**src/rtl/uart_frame_rx.sv**
```systemverilog
// UART receiver with 16x oversampling, majority-vote bit sampling, parity/frame/break
// detection and a small show-ahead receive FIFO.
module uart_frame_rx #(
    parameter int CLOCK_FREQ = 50_000_000,
    parameter int BAUD       = 115200,
    parameter int DATA_BITS  = 8,
    parameter int PARITY     = 0,
    parameter int STOP_BITS  = 1,
    parameter int FIFO_DEPTH = 4
) (
    input  logic                 Clk,
    input  logic                 Reset,
    input  logic                 uart_rx,
    output logic [DATA_BITS-1:0] Rx_Data,
    output logic                 Rx_Valid,
    input  logic                 Rx_Ready,
    output logic                 Parity_Error,
    output logic                 Frame_Error,
    output logic                 Overrun,
    output logic                 Break_Detect
);
    localparam int OsDiv = CLOCK_FREQ / (BAUD * 16) - 1;
    localparam int OsW   = (OsDiv < 1) ? 1 : $clog2(OsDiv + 1);
    localparam int PtrW  = $clog2(FIFO_DEPTH);
    localparam int CntW  = PtrW + 1;
    localparam int EntW  = DATA_BITS + 2;

    typedef enum logic [2:0] {
        StIdle, StStart, StData, StParity, StStop, StBreakWait
    } state_e;

    state_e               state_q, state_d;
    logic                 sync1_q, sync2_q;
    logic [1:0]           warm_q, warm_d;
    logic                 armed_q, armed_d;
    logic [OsW-1:0]       os_cnt_q, os_cnt_d;
    logic [3:0]           phase_q, phase_d;
    logic [3:0]           bit_cnt_q, bit_cnt_d;
    logic                 stop_cnt_q, stop_cnt_d;
    logic [1:0]           samp_q, samp_d;
    logic [DATA_BITS-1:0] shift_q, shift_d;
    logic                 par_err_q, par_err_d;
    logic                 frm_err_q, frm_err_d;
    logic                 brk_q, brk_d;
    logic                 push_q, push_d;
    logic [EntW-1:0]      push_ent_q, push_ent_d;
    logic                 brk_pulse_q, brk_pulse_d;
    logic [EntW-1:0]      mem_q [FIFO_DEPTH];
    logic [PtrW-1:0]      wr_ptr_q, wr_ptr_d, rd_ptr_q, rd_ptr_d;
    logic [CntW-1:0]      count_q, count_d;
    logic [EntW-1:0]      head;
    logic tick, maj, mid, last, brk_now, frm_now, full, pop, wr_en;

    always_comb begin
        tick    = (state_q != StIdle) && (os_cnt_q == OsW'(OsDiv));
        maj     = (samp_q[0] & samp_q[1]) | (samp_q[0] & sync2_q) | (samp_q[1] & sync2_q);
        mid     = tick && (phase_q == 4'd9);
        last    = tick && (phase_q == 4'd15);
        // A second stop bit inherits the break verdict already taken at the first one.
        brk_now = brk_q & (stop_cnt_q | ~maj);
        frm_now = frm_err_q | ~maj;

        state_d     = state_q;
        warm_d      = {warm_q[0], 1'b1};
        armed_d     = armed_q | (warm_q[1] & sync2_q);
        os_cnt_d    = (state_q == StIdle || tick) ? '0 : os_cnt_q + OsW'(1);
        phase_d     = tick ? phase_q + 4'd1 : phase_q;
        bit_cnt_d   = bit_cnt_q;
        stop_cnt_d  = stop_cnt_q;
        samp_d      = samp_q;
        shift_d     = shift_q;
        par_err_d   = par_err_q;
        frm_err_d   = frm_err_q;
        brk_d       = brk_q;
        push_d      = 1'b0;
        push_ent_d  = push_ent_q;
        brk_pulse_d = 1'b0;

        if (tick && phase_q == 4'd7) samp_d[0] = sync2_q;
        if (tick && phase_q == 4'd8) samp_d[1] = sync2_q;

        case (state_q)
            StIdle: begin
                // armed_q keeps a line that is low straight out of reset from starting a frame
                if (armed_q && !sync2_q) begin
                    state_d    = StStart;
                    os_cnt_d   = '0;
                    phase_d    = '0;
                    bit_cnt_d  = '0;
                    stop_cnt_d = 1'b0;
                    par_err_d  = 1'b0;
                    frm_err_d  = 1'b0;
                    brk_d      = 1'b1;
                end
            end
            StStart: begin
                if (mid && maj) state_d = StIdle;
                else if (last)  state_d = StData;
            end
            StData: begin
                if (mid) begin
                    shift_d = {maj, shift_q[DATA_BITS-1:1]};
                    if (maj) brk_d = 1'b0;
                end
                if (last) begin
                    if (bit_cnt_q == 4'(DATA_BITS - 1)) begin
                        bit_cnt_d = '0;
                        state_d   = (PARITY != 0) ? StParity : StStop;
                    end else begin
                        bit_cnt_d = bit_cnt_q + 4'd1;
                    end
                end
            end
            StParity: begin
                if (mid) begin
                    if ((^shift_q ^ maj) != (PARITY == 1)) par_err_d = 1'b1;
                    if (maj) brk_d = 1'b0;
                end
                if (last) state_d = StStop;
            end
            StStop: begin
                if (mid) begin
                    frm_err_d = frm_now;
                    brk_d     = brk_now;
                    if (stop_cnt_q == 1'(STOP_BITS - 1)) begin
                        push_d      = 1'b1;
                        push_ent_d  = {shift_q, par_err_q, frm_now};
                        brk_pulse_d = brk_now;
                        state_d     = brk_now ? StBreakWait : StIdle;
                    end
                end else if (last) begin
                    stop_cnt_d = 1'b1;
                end
            end
            StBreakWait: begin
                if (sync2_q) state_d = StIdle;
            end
            default: state_d = StIdle;
        endcase
    end

    always_comb begin
        head         = mem_q[rd_ptr_q];
        Rx_Valid     = (count_q != '0);
        full         = (count_q == CntW'(FIFO_DEPTH));
        pop          = Rx_Valid & Rx_Ready;
        wr_en        = push_q & (~full | pop);
        Overrun      = push_q & full & ~pop;
        Break_Detect = brk_pulse_q;
        Rx_Data      = Rx_Valid ? head[EntW-1:2] : '0;
        Parity_Error = Rx_Valid & head[1];
        Frame_Error  = Rx_Valid & head[0];

        wr_ptr_d = wr_en ? wr_ptr_q + PtrW'(1) : wr_ptr_q;
        rd_ptr_d = pop ? rd_ptr_q + PtrW'(1) : rd_ptr_q;
        count_d  = count_q;
        if (wr_en && !pop)      count_d = count_q + CntW'(1);
        else if (pop && !wr_en) count_d = count_q - CntW'(1);
    end

    always_ff @(posedge Clk) begin
        if (Reset) begin
            state_q     <= StIdle;
            sync1_q     <= 1'b1;
            sync2_q     <= 1'b1;
            warm_q      <= '0;
            armed_q     <= 1'b0;
            os_cnt_q    <= '0;
            phase_q     <= '0;
            bit_cnt_q   <= '0;
            stop_cnt_q  <= 1'b0;
            samp_q      <= '1;
            shift_q     <= '0;
            par_err_q   <= 1'b0;
            frm_err_q   <= 1'b0;
            brk_q       <= 1'b0;
            push_q      <= 1'b0;
            push_ent_q  <= '0;
            brk_pulse_q <= 1'b0;
            wr_ptr_q    <= '0;
            rd_ptr_q    <= '0;
            count_q     <= '0;
        end else begin
            state_q     <= state_d;
            sync1_q     <= uart_rx;
            sync2_q     <= sync1_q;
            warm_q      <= warm_d;
            armed_q     <= armed_d;
            os_cnt_q    <= os_cnt_d;
            phase_q     <= phase_d;
            bit_cnt_q   <= bit_cnt_d;
            stop_cnt_q  <= stop_cnt_d;
            samp_q      <= samp_d;
            shift_q     <= shift_d;
            par_err_q   <= par_err_d;
            frm_err_q   <= frm_err_d;
            brk_q       <= brk_d;
            push_q      <= push_d;
            push_ent_q  <= push_ent_d;
            brk_pulse_q <= brk_pulse_d;
            wr_ptr_q    <= wr_ptr_d;
            rd_ptr_q    <= rd_ptr_d;
            count_q     <= count_d;
        end
    end

    always_ff @(posedge Clk) begin
        if (wr_en) mem_q[wr_ptr_q] <= push_ent_q;
    end

endmodule

```
**config.mk**
```make
export PLATFORM = sky130hd
export DESIGN_NAME = uart_frame_rx
export DESIGN_NICKNAME = d
export VERILOG_FILES = /design/src/rtl/uart_frame_rx.sv
export SDC_FILE = /design/constraint.sdc
export NUM_CORES = 1
export LEC_CHECK = 0
export CAP_MARGIN = 0
export CORE_MARGIN = 2
export CORE_UTILIZATION = 53
export CTS_BUF_LIST = sky130_fd_sc_hd__clkbuf_16
export DETAILED_ROUTE_END_ITERATION = 8
export PLACE_DENSITY = 0.8
export SLEW_MARGIN = 20
export SYNTH_ARGS = -nofsm -noshare
export SYNTH_HDL_FRONTEND = slang
export SYNTH_SLANG_ARGS = --single-unit
```
**constraint.sdc**
```tcl
create_clock -name Clk -period 5.3 [get_ports Clk]
set_clock_uncertainty 0.1 [all_clocks]
set_input_delay 1.59 -clock Clk [delete_from_list [all_inputs] [get_ports Clk]]
set_output_delay 1.59 -clock Clk [all_outputs]
set_load 0.01 [all_outputs]
```
==> run metrics <==
Cells after DPL=446; Routed WL per cell=about 14 µm; Async SR Flop Fraction=0%; clock sinks=96; area delta synth->final=13.20%; hpwl dp=~4.6 mm; Layout Cells excl Fill=roughly 460; Net count, final=374; Period Utilization, post-route=89.93%; prevailing post-synth register cell=dfxtp_1; routability cong.=a little under 0.9; crit-path most repeated cell=clkdlybuf4s50_1; Tot GR Track Use=~18%; TritonRoute pass-1 iters=4; H-tree levels=3; Vias/cell=approximately 5.4; Worst Hold Class=reg -> reg; Longest Clk Path Bufs=2; global-route wire length before repair=approximately 12 mm; top cell type's share of synthesized area=29.68%; Synth Instances=between 300 and 400; leakage=between 0.0015 and 0.002 µW; crit path cell chain=clkdlybuf4s50_1 > nor4b_1 > and2_1 > clkdlybuf4s50_1; residual DRC count=0; crit-path max FO=3; die height=~91 µm; Chip Width=approximately 91 µm; Ys Warns=0; # setup viols final=0; fin util=a little over three fifths; Num CTS Buffers=9; Mapped Nets=between 300 and 400; crit path time final=4.767 ns; TNS Setup=0 ns; Worst EP arrival=approximately 3.1 ns; Worst Path Required=about 3.6 ns; Critical-path top delay cell=clkdlybuf4s50_1; slowest stage delay, CP=between 0.5 and 0.6 ns; unrepaired setup endpoints after global routing=no; grt ovf=0; EDFF count, synth=40; Worst-Margin Slew=0.7989 ns; Yosys reg bits=96; Starting DRT DRC Count=approximately 150; Crit. End Element=primary output; initial antenna violation count=0; kind of critical path=in -> out; Slew Viols, Final=0; largest net degree at the start of global routing=24; Starting Density=55.20%; Yosys cell types=between 50 and 60; root buf cell=clkbuf_16; Ports=17; Routed Antenna Nets=0; Hold Fails Final Rpt=0; ratio of cells with drive above 1 in the final layout=between 10% and 20%; clk_lat worst skew=roughly 0.34 ns; peak supply drop=~210 µV; DRT Wirelength=roughly 6.7 mm; Power Density=~420 nW/µm²; Die ar.=around 8300 µm²; core area=7331 µm²; cell area after synthesis=between 4000 and 5000 µm²; Max Clk Rate=about 0.21 GHz; Clk pin slew, worst setup/hold paths=around 0.07 ns; Port Buf Inserts=16; MaxCap Viol Count=0; Filler Cells Inserted=~570; Critical Path Start Type=input pin; outcome=finished, final reports clean; hold buffer count at CTS=0; Slew HR=between 40% and 50%; cts repair resizes=0; num rows=31; diode count=0; post-synthesis sequential area ratio=57.39%; top cell type by total area after synthesis=edfxtp_1; average size of a mapped cell=~12 µm²; number of global-route vias before repair=between 2000 and 3000; TritonCTS clock tree=done; detailed-route via count=between 2000 and 2500; top post-synthesis cells by area=edfxtp_1, dfxtp_1, mux4_2, mux2i_1, nor2_1; post-CTS setup buffers=0
[layout by cell type, fill, tap and decap left out, types with 10 or more instances in the layout]
cell type,instances
clkdlybuf4s50_1,16
mux2i_1,14
inv_1,14
and2_1,15
ha_1,11
nor2_1,37
nand2_1,26
edfxtp_1,40
dfxtp_1,56
a21oi_1,20
mux4_2,10
[flip-flops by register name, summed over array words and instances (netlist names), 2 cells and up, named ones only]
signal,cells
state_q,3
mem_q,40
push_ent_q,10
shift_q,8
warm_q,2
count_q,3
wr_ptr_q,2
os_cnt_q,5
samp_q,2
phase_q,4
rd_ptr_q,2
bit_cnt_q,4
[Yosys cell counts (all sizes together) (3+ instances only)]
cell type   n
inv        14
o31ai       3
nand4b      3
ha         11
nand2      26
buf         4
xor2        9
nor2       39
and2       15
dfxtp      56
mux2i      14
or2         3
a21oi      20
nand3       8
nor2b       3
nand4       4
edfxtp     40
xnor2       9
mux4       10
or3         3
nand2b      5
clkbuf     11
nor3        6
[layer usage]
metal | vias up | track usage [%] | wire (µm)
li1 | 1243 | - | -
met3 | 12 | 4.564 | 273
met4 | 0 | 7.449 | 144
met1 | 1169 | 21.07 | 2943
met5 | - | 0 | 0
met2 | 60 | 30.93 | 3290
[kinds of logic after synthesis]
group,Yosys count,share of synthesized area [%]
compound gates,36,5.380
xor+xnor,18,3.896
flops,96,57.39
fa+ha+maj,13,4.143
buf+inv,29,2.999
mux,24,9.029
simple gates,129,17.16
[final cells by class]
cell class / count / area (µm²) / share of cell area, %
repair buffers: 17 / 167.7 / 3.660
clock buffers: 9 / 225.2 / 4.917
flip-flops and latches: 96 / 2322 / 50.70
clock inverters: 7 / 86.33 / 1.885
multi-input cells: 220 / 1603 / 34.99
inverters: 14 / 52.55 / 1.147
well taps: 99 / 123.9 / 2.704
[power breakdown]
| group | internal [µW] | switching (µW) |
|---|---|---|
| Sequential | 798 | 62.3 |
| Combinational | 231 | 182 |
| Clock | 375 | 285 |
| Total | 1400 | 529 |
[critical path, delay by kind of cell]
| family | cells | cell delay [ns] |
|---|---|---|
| buf+inv | 2 | 0.99 |
| simple gates | 2 | 0.50 |
[path summary, 6_finish.rpt]
check	start	endpoint	slack [ns]	cells past startpoint
hold / removal	sync1_q	sync2_q	0.31	1
setup reg to reg	count_q[0]	count_q[2]	2.72	8
setup / recovery	Rx_Ready	Overrun	0.53	4
hold reg to reg	sync1_q	sync2_q	0.31	1
[per-stage QoR]
step | area [µm²] | setup WS, ns | total power (µW) | hold WS, ns
finish | 4581 | 0.5334 | 1933 | 0.3073
global route | 4581 | 0.4042 | 2037 | 0.3196
CTS | 4581 | 0.5311 | 1954 | 0.3077
detailed placement | 4269 | 0.5350 | 1292 | 0.2932
global placement | 4269 | 0.5839 | 1282 | 0.2928
floorplan | 4046 | 1.539 | 1137 | 0.2895
Power figures use the tool's default switching activity.
